==> config.mk <==
export PLATFORM = sky130hd
export DESIGN_NAME = mac_pipeline_8bits
export DESIGN_NICKNAME = d
export VERILOG_FILES = /design/src/rtl/ula_pkg.sv /design/src/rtl/multiplicador_8bits.sv /design/src/rtl/somador_saturado.sv /design/src/rtl/mac_pipeline_8bits.sv
export SDC_FILE = /design/constraint.sdc
export NUM_CORES = 1
export LEC_CHECK = 0
export BUFFER_PORTS_ARGS = -buffer_cell sky130_fd_sc_hd__buf_2
export CAP_MARGIN = 10
export CORE_MARGIN = 2
export CORE_UTILIZATION = 46
export DETAILED_ROUTE_END_ITERATION = 8
export GPL_TIMING_DRIVEN = 0
export PLACE_DENSITY = 0.66
export RECOVER_POWER = 100
export SLEW_MARGIN = 0
export SYNTH_ARGS = -nofsm -noshare
export SYNTH_HDL_FRONTEND = slang
export SYNTH_SLANG_ARGS = --single-unit
==> constraint.sdc <==
create_clock -name clk -period 7.69 [get_ports clk]
set_input_delay 0.3845 -clock clk [delete_from_list [all_inputs] [get_ports clk]]
set_output_delay 0.3845 -clock clk [all_outputs]
set_load 0.02 [all_outputs]
==> src/rtl/ula_pkg.sv <==
// Shared ULA datapath constants: operand/product widths and MAC defaults.
package ula_pkg;
   localparam int ULA_OP_W      = 8;
   localparam int ULA_PROD_W    = 16;
   localparam int MAC_ACC_W_DEF = 20;
   localparam int MAC_CNT_W_DEF = 8;
endpackage

==> src/rtl/multiplicador_8bits.sv <==
// Combinational 8x8 unsigned multiplier, full 16-bit product.
module multiplicador_8bits (
   input  logic [7:0]  A,
   input  logic [7:0]  B,
   output logic [15:0] P
);
   assign P = 16'(A) * 16'(B);
endmodule

==> src/rtl/somador_saturado.sv <==
// Combinational ACC_W-bit + 16-bit unsigned add; clamps to all ones and flags overflow.
module somador_saturado
   import ula_pkg::*;
#(
   parameter int ACC_W = MAC_ACC_W_DEF
) (
   input  logic [ACC_W-1:0]      acc_i,
   input  logic [ULA_PROD_W-1:0] add_i,
   output logic [ACC_W-1:0]      sum_o,
   output logic                  ovf_o
);
   logic [ACC_W:0] wide_sum;

   assign wide_sum = {1'b0, acc_i} + (ACC_W + 1)'(add_i);
   assign ovf_o    = wide_sum[ACC_W];
   assign sum_o    = ovf_o ? {ACC_W{1'b1}} : wide_sum[ACC_W-1:0];
endmodule

==> src/rtl/mac_pipeline_8bits.sv <==
// Two-stage MAC: operand register -> product/accumulator register; 1 cycle accept-to-output, 1 op/cycle.
// Backpressure: out_ready low with both stages full drops in_ready and freezes all state.
module mac_pipeline_8bits
   import ula_pkg::*;
#(
   parameter int ACC_W = MAC_ACC_W_DEF,
   parameter int CNT_W = MAC_CNT_W_DEF
) (
   input  logic                  clk,
   input  logic                  rst,
   input  logic                  in_valid,
   output logic                  in_ready,
   input  logic [ULA_OP_W-1:0]   A,
   input  logic [ULA_OP_W-1:0]   B,
   input  logic                  acumular,
   input  logic                  limpar,
   output logic                  out_valid,
   input  logic                  out_ready,
   output logic [ULA_PROD_W-1:0] P,
   output logic [ACC_W-1:0]      ACC,
   output logic                  saturado,
   output logic [CNT_W-1:0]      contagem
);
   logic                  s1_valid_q, s1_valid_d;
   logic [ULA_OP_W-1:0]   a_q, a_d, b_q, b_d;
   logic                  acum_q, acum_d;
   logic                  out_valid_q, out_valid_d;
   logic [ULA_PROD_W-1:0] p_q, p_d;
   logic [ACC_W-1:0]      acc_q, acc_d;
   logic                  sat_q, sat_d;
   logic [CNT_W-1:0]      cnt_q, cnt_d;

   logic [ULA_PROD_W-1:0] prod;
   logic [ACC_W-1:0]      sat_sum;
   logic                  sum_ovf;
   logic                  adv, accept;

   multiplicador_8bits u_mult (
      .A (a_q),
      .B (b_q),
      .P (prod)
   );

   somador_saturado #(.ACC_W(ACC_W)) u_add (
      .acc_i (acc_q),
      .add_i (prod),
      .sum_o (sat_sum),
      .ovf_o (sum_ovf)
   );

   assign adv      = s1_valid_q && (!out_valid_q || out_ready);
   assign in_ready = !s1_valid_q || adv;
   assign accept   = in_valid && in_ready;

   always_comb begin
      s1_valid_d  = s1_valid_q;
      a_d         = a_q;
      b_d         = b_q;
      acum_d      = acum_q;
      out_valid_d = out_valid_q;
      p_d         = p_q;
      acc_d       = acc_q;
      sat_d       = sat_q;
      cnt_d       = cnt_q;

      if (accept) begin
         s1_valid_d = 1'b1;
         a_d        = A;
         b_d        = B;
         acum_d     = acumular;
      end else if (adv) begin
         s1_valid_d = 1'b0;
      end

      if (adv) begin
         out_valid_d = 1'b1;
      end else if (out_ready) begin
         out_valid_d = 1'b0;
      end

      // limpar coinciding with an advancing op clears first, so the op always loads
      if (adv) begin
         p_d   = prod;
         cnt_d = limpar ? CNT_W'(1) : cnt_q + CNT_W'(1);
         if (limpar || !acum_q) begin
            acc_d = ACC_W'(prod);
            sat_d = 1'b0;
         end else begin
            acc_d = sat_sum;
            sat_d = sat_q | sum_ovf;
         end
      end else if (limpar) begin
         acc_d = '0;
         sat_d = 1'b0;
         cnt_d = '0;
      end
   end

   always_ff @(posedge clk or posedge rst) begin
      if (rst) begin
         s1_valid_q  <= 1'b0;
         a_q         <= '0;
         b_q         <= '0;
         acum_q      <= 1'b0;
         out_valid_q <= 1'b0;
         p_q         <= '0;
         acc_q       <= '0;
         sat_q       <= 1'b0;
         cnt_q       <= '0;
      end else begin
         s1_valid_q  <= s1_valid_d;
         a_q         <= a_d;
         b_q         <= b_d;
         acum_q      <= acum_d;
         out_valid_q <= out_valid_d;
         p_q         <= p_d;
         acc_q       <= acc_d;
         sat_q       <= sat_d;
         cnt_q       <= cnt_d;
      end
   end

   assign out_valid = out_valid_q;
   assign P         = p_q;
   assign ACC       = acc_q;
   assign saturado  = sat_q;
   assign contagem  = cnt_q;
endmodule

==> run metrics <==
status finished, violations left; failing checks max-capacitance violations, max-slew violations; Die X 114 um; Initial Utilization 46.6%; Iter 0 DRT Violations 201; CP peak stage delay 0.56 ns; CTS Hold Buffers Added 0; layout cells sized above 1 8.86%; final wirelength 13.1 mm; Most common cell on crit path fa_1; crit path time final 6.55 ns; Core Area 11900 um2; CTS Buffer Depth 2; FF-to-FF path depth 22; netlist area before placement 5520 um2; clk_lat worst skew 0.34 ns; Cell Rows 40; vias 4526; setup_tns 0 ns; Die H 114 um; reg2reg start a_q[5]$_DFFE_PP0P_; worst relative slew slack -19.6%; CP Data Arrival Time 6.83 ns; Final #Nets 785; Clock Pin Slew Worst Setup and Hold Paths 0.06 ns; most common flop cell mapped by yosys dfrtp_1; Synth warnings 0; crit end category flip-flop; post-route ant nets 0; antenna diode count 0; postcts setup bufs 0; Worst Hold Class in2reg; area delta synth->final 13.8%; combined area of the multi-input logic cells 3690 um2; Clock Tree Root clkbuf_16; Slew Viols, Final 33; synthesized area per cell 9.33 um2; Worst Max-Slew Pin Slew 1.79 ns; Fin Clk Skew 0.00785 ns; critical path fanouts, max 10; post-cts sizing count 0; Num CTS Buffers 9; hpwl dp 10.1 mm; crit start category flip-flop; Via density 5.49; WP data required 7.96 ns; Crit Path Class reg2reg; grt total ovfl 0; critical-path cell list and2_0 -> fa_1 -> inv_1 -> fa_1 -> fa_1 -> inv_1 -> fa_1 -> ha_1 -> o21a_1 -> o21ai_0 -> a22oi_1 -> xnor2_1 -> inv_1 -> ha_1 -> nand2_1 -> a211oi_1 -> a21oi_1 -> o21bai_1 -> a21o_1 -> clkbuf_1 -> o221ai_1 -> nand2_1; H-tree depth 3; # clock sinks 64; Cell variety after synth 49; Peak Freq 0.153 GHz; Die ar. 12900 um2; gpl congestion 0.878; # IOs 69; DR WL/cell 15.9 um; crit path from a_q[5]$_DFFE_PP0P_; worst hold start in_valid; pin count of the biggest net entering global routing 34; 1st-pass router iterations 4; filler instances 1144; Total GRT Usage 21.5%; CTS tree yes; Post-synth EDFFs 0; RSZ-0062 raised after global routing no; initial antenna violation count 0; Max-Cap Viols 1; flip-flop and latch area 1600 um2; Critical Path Slowest Stage Cell fa_1; Buffers on Ports 68; cells after synthesis 592; Setup Viol. Count Final 0; Hold Crit Depth 2; Post-synth ARST share 100%; Hold Vio Cnt, Final 0; syn_nets 705; Seq/Total Area, Yosys 29.0%; fin crit share 85.2%; DRC violations left 0; first-pass GRT wire length 22.1 mm; vias in the first global route 4591; flop and latch count out of synthesis 64
cell usage after synthesis, types with 5 or more instances:
cell / number / area (um2)
nor2_1: 22 / 82.6
nor2b_1: 7 / 43.8
nand2b_1: 5 / 31.3
o21a_1: 7 / 52.6
inv_1: 43 / 161
a211oi_1: 6 / 45.0
xnor2_1: 16 / 140
a31oi_1: 6 / 37.5
fa_1: 37 / 741
nand2_1: 102 / 383
and2_1: 55 / 344
o221ai_1: 11 / 96.3
mux2_2: 19 / 214
o21ai_0: 23 / 115
a21o_1: 14 / 105
xor2_1: 10 / 87.6
dfrtp_1: 64 / 1600
nand3_1: 6 / 30.0
nand4_1: 6 / 37.5
ha_1: 54 / 676
clkbuf_1: 13 / 48.8
a21oi_1: 24 / 120
sequential cells by signal, summed over array words and instances (netlist names):
signal and cells:
out_valid 1, acum_q 1, b_q 8, P 16, ACC 20, s1_valid_q 1
saturado 1, a_q 8, contagem 8
layout make-up:
cell class / count / share of cell area (%)
Buffer: 16 / 0.976
Clock buffer: 12 / 3.92
Clock inverter: 4 / 0.856
Inverter: 43 / 2.57
Multi-Input combinational cell: 469 / 58.7
Sequential cell: 64 / 25.5
Tap cell: 147 / 2.93
Timing Repair Buffer: 69 / 4.54
cell families after synthesis:
logic type,synth area share (%)
multiplexers,3.87
flip-flops,29.0
adder cells (fa/ha/maj),25.6
XOR/XNOR,4.12
AND/OR/NAND/NOR,19.0
AO/OA/AOI/OAI,14.3
buffers and inverters,4.05
metrics by stage:
step	worst slack [ns]	area (um2)	cells	util [%]	hold WS (ns)
after CTS	1.36	6370	824	53.7	0.186
final	1.14	6280	824	53.0	0.250
after global placement	1.51	6050	807	51.0	0.459
after global routing	0.581	6280	824	53.0	0.271
after floorplan	2.15	5520	592	-	0.471
after detailed placement	1.41	6070	808	51.2	0.462
cell usage in the layout (no fill, tap or decap), types with 3 or more instances in the layout:
cell / instances
nand2_1: 102
dfrtp_1: 64
clkbuf_1: 64
ha_1: 54
and2_1: 48
inv_1: 43
fa_1: 37
a21oi_1: 26
o21ai_0: 23
nor2_1: 22
buf_2: 22
mux2_2: 19
xnor2_1: 16
a21o_1: 14
o221ai_1: 11
xor2_1: 10
clkbuf_16: 9
nor2b_1: 7
o21a_1: 7
and2_0: 7
a211oi_1: 6
nand3_1: 6
a31oi_1: 6
nand4_1: 6
nand2b_1: 5
o211ai_1: 3
or3_1: 3
and3_1: 3
metal layers:
metal	GRT usage [%]	vias to the layer above	wire, um
met2	34.9	88	6270
met4	6.42	0	159
met1	29.8	2236	6160
met5	0	-	0
met3	3.72	11	479
li1	-	2191	-
path summary, 6_finish.rpt:
path | to | slack (ns)
worst max-delay path | ACC[3]$_DFFE_PP0P_ | 1.14
worst min-delay path | s1_valid_q$_DFFE_PP0P_ | 0.25
worst max register to register | ACC[3]$_DFFE_PP0P_ | 1.14
worst min register to register | P[9]$_DFFE_PP0P_ | 0.48
max in group asynchronous | ACC[6]$_DFFE_PP0P_ | 5.02
min in group asynchronous | contagem[3]$_DFFE_PP0P_ | 0.39
critical path, delay by kind of cell, from the launching register on:
family / cells / cell delay [ns]
AOI/OAI and AO/OA: 8 / 1.90
adders and majority gates: 6 / 2.80
and+or+nand+nor: 3 / 0.45
xor gates and xnor gates: 1 / 0.20
DFF: 1 / 0.49
buffers and inverters: 4 / 0.65
Power is not shown: default switching activity piles up to over one toggle a cycle in this logic, so the estimate is an artifact.
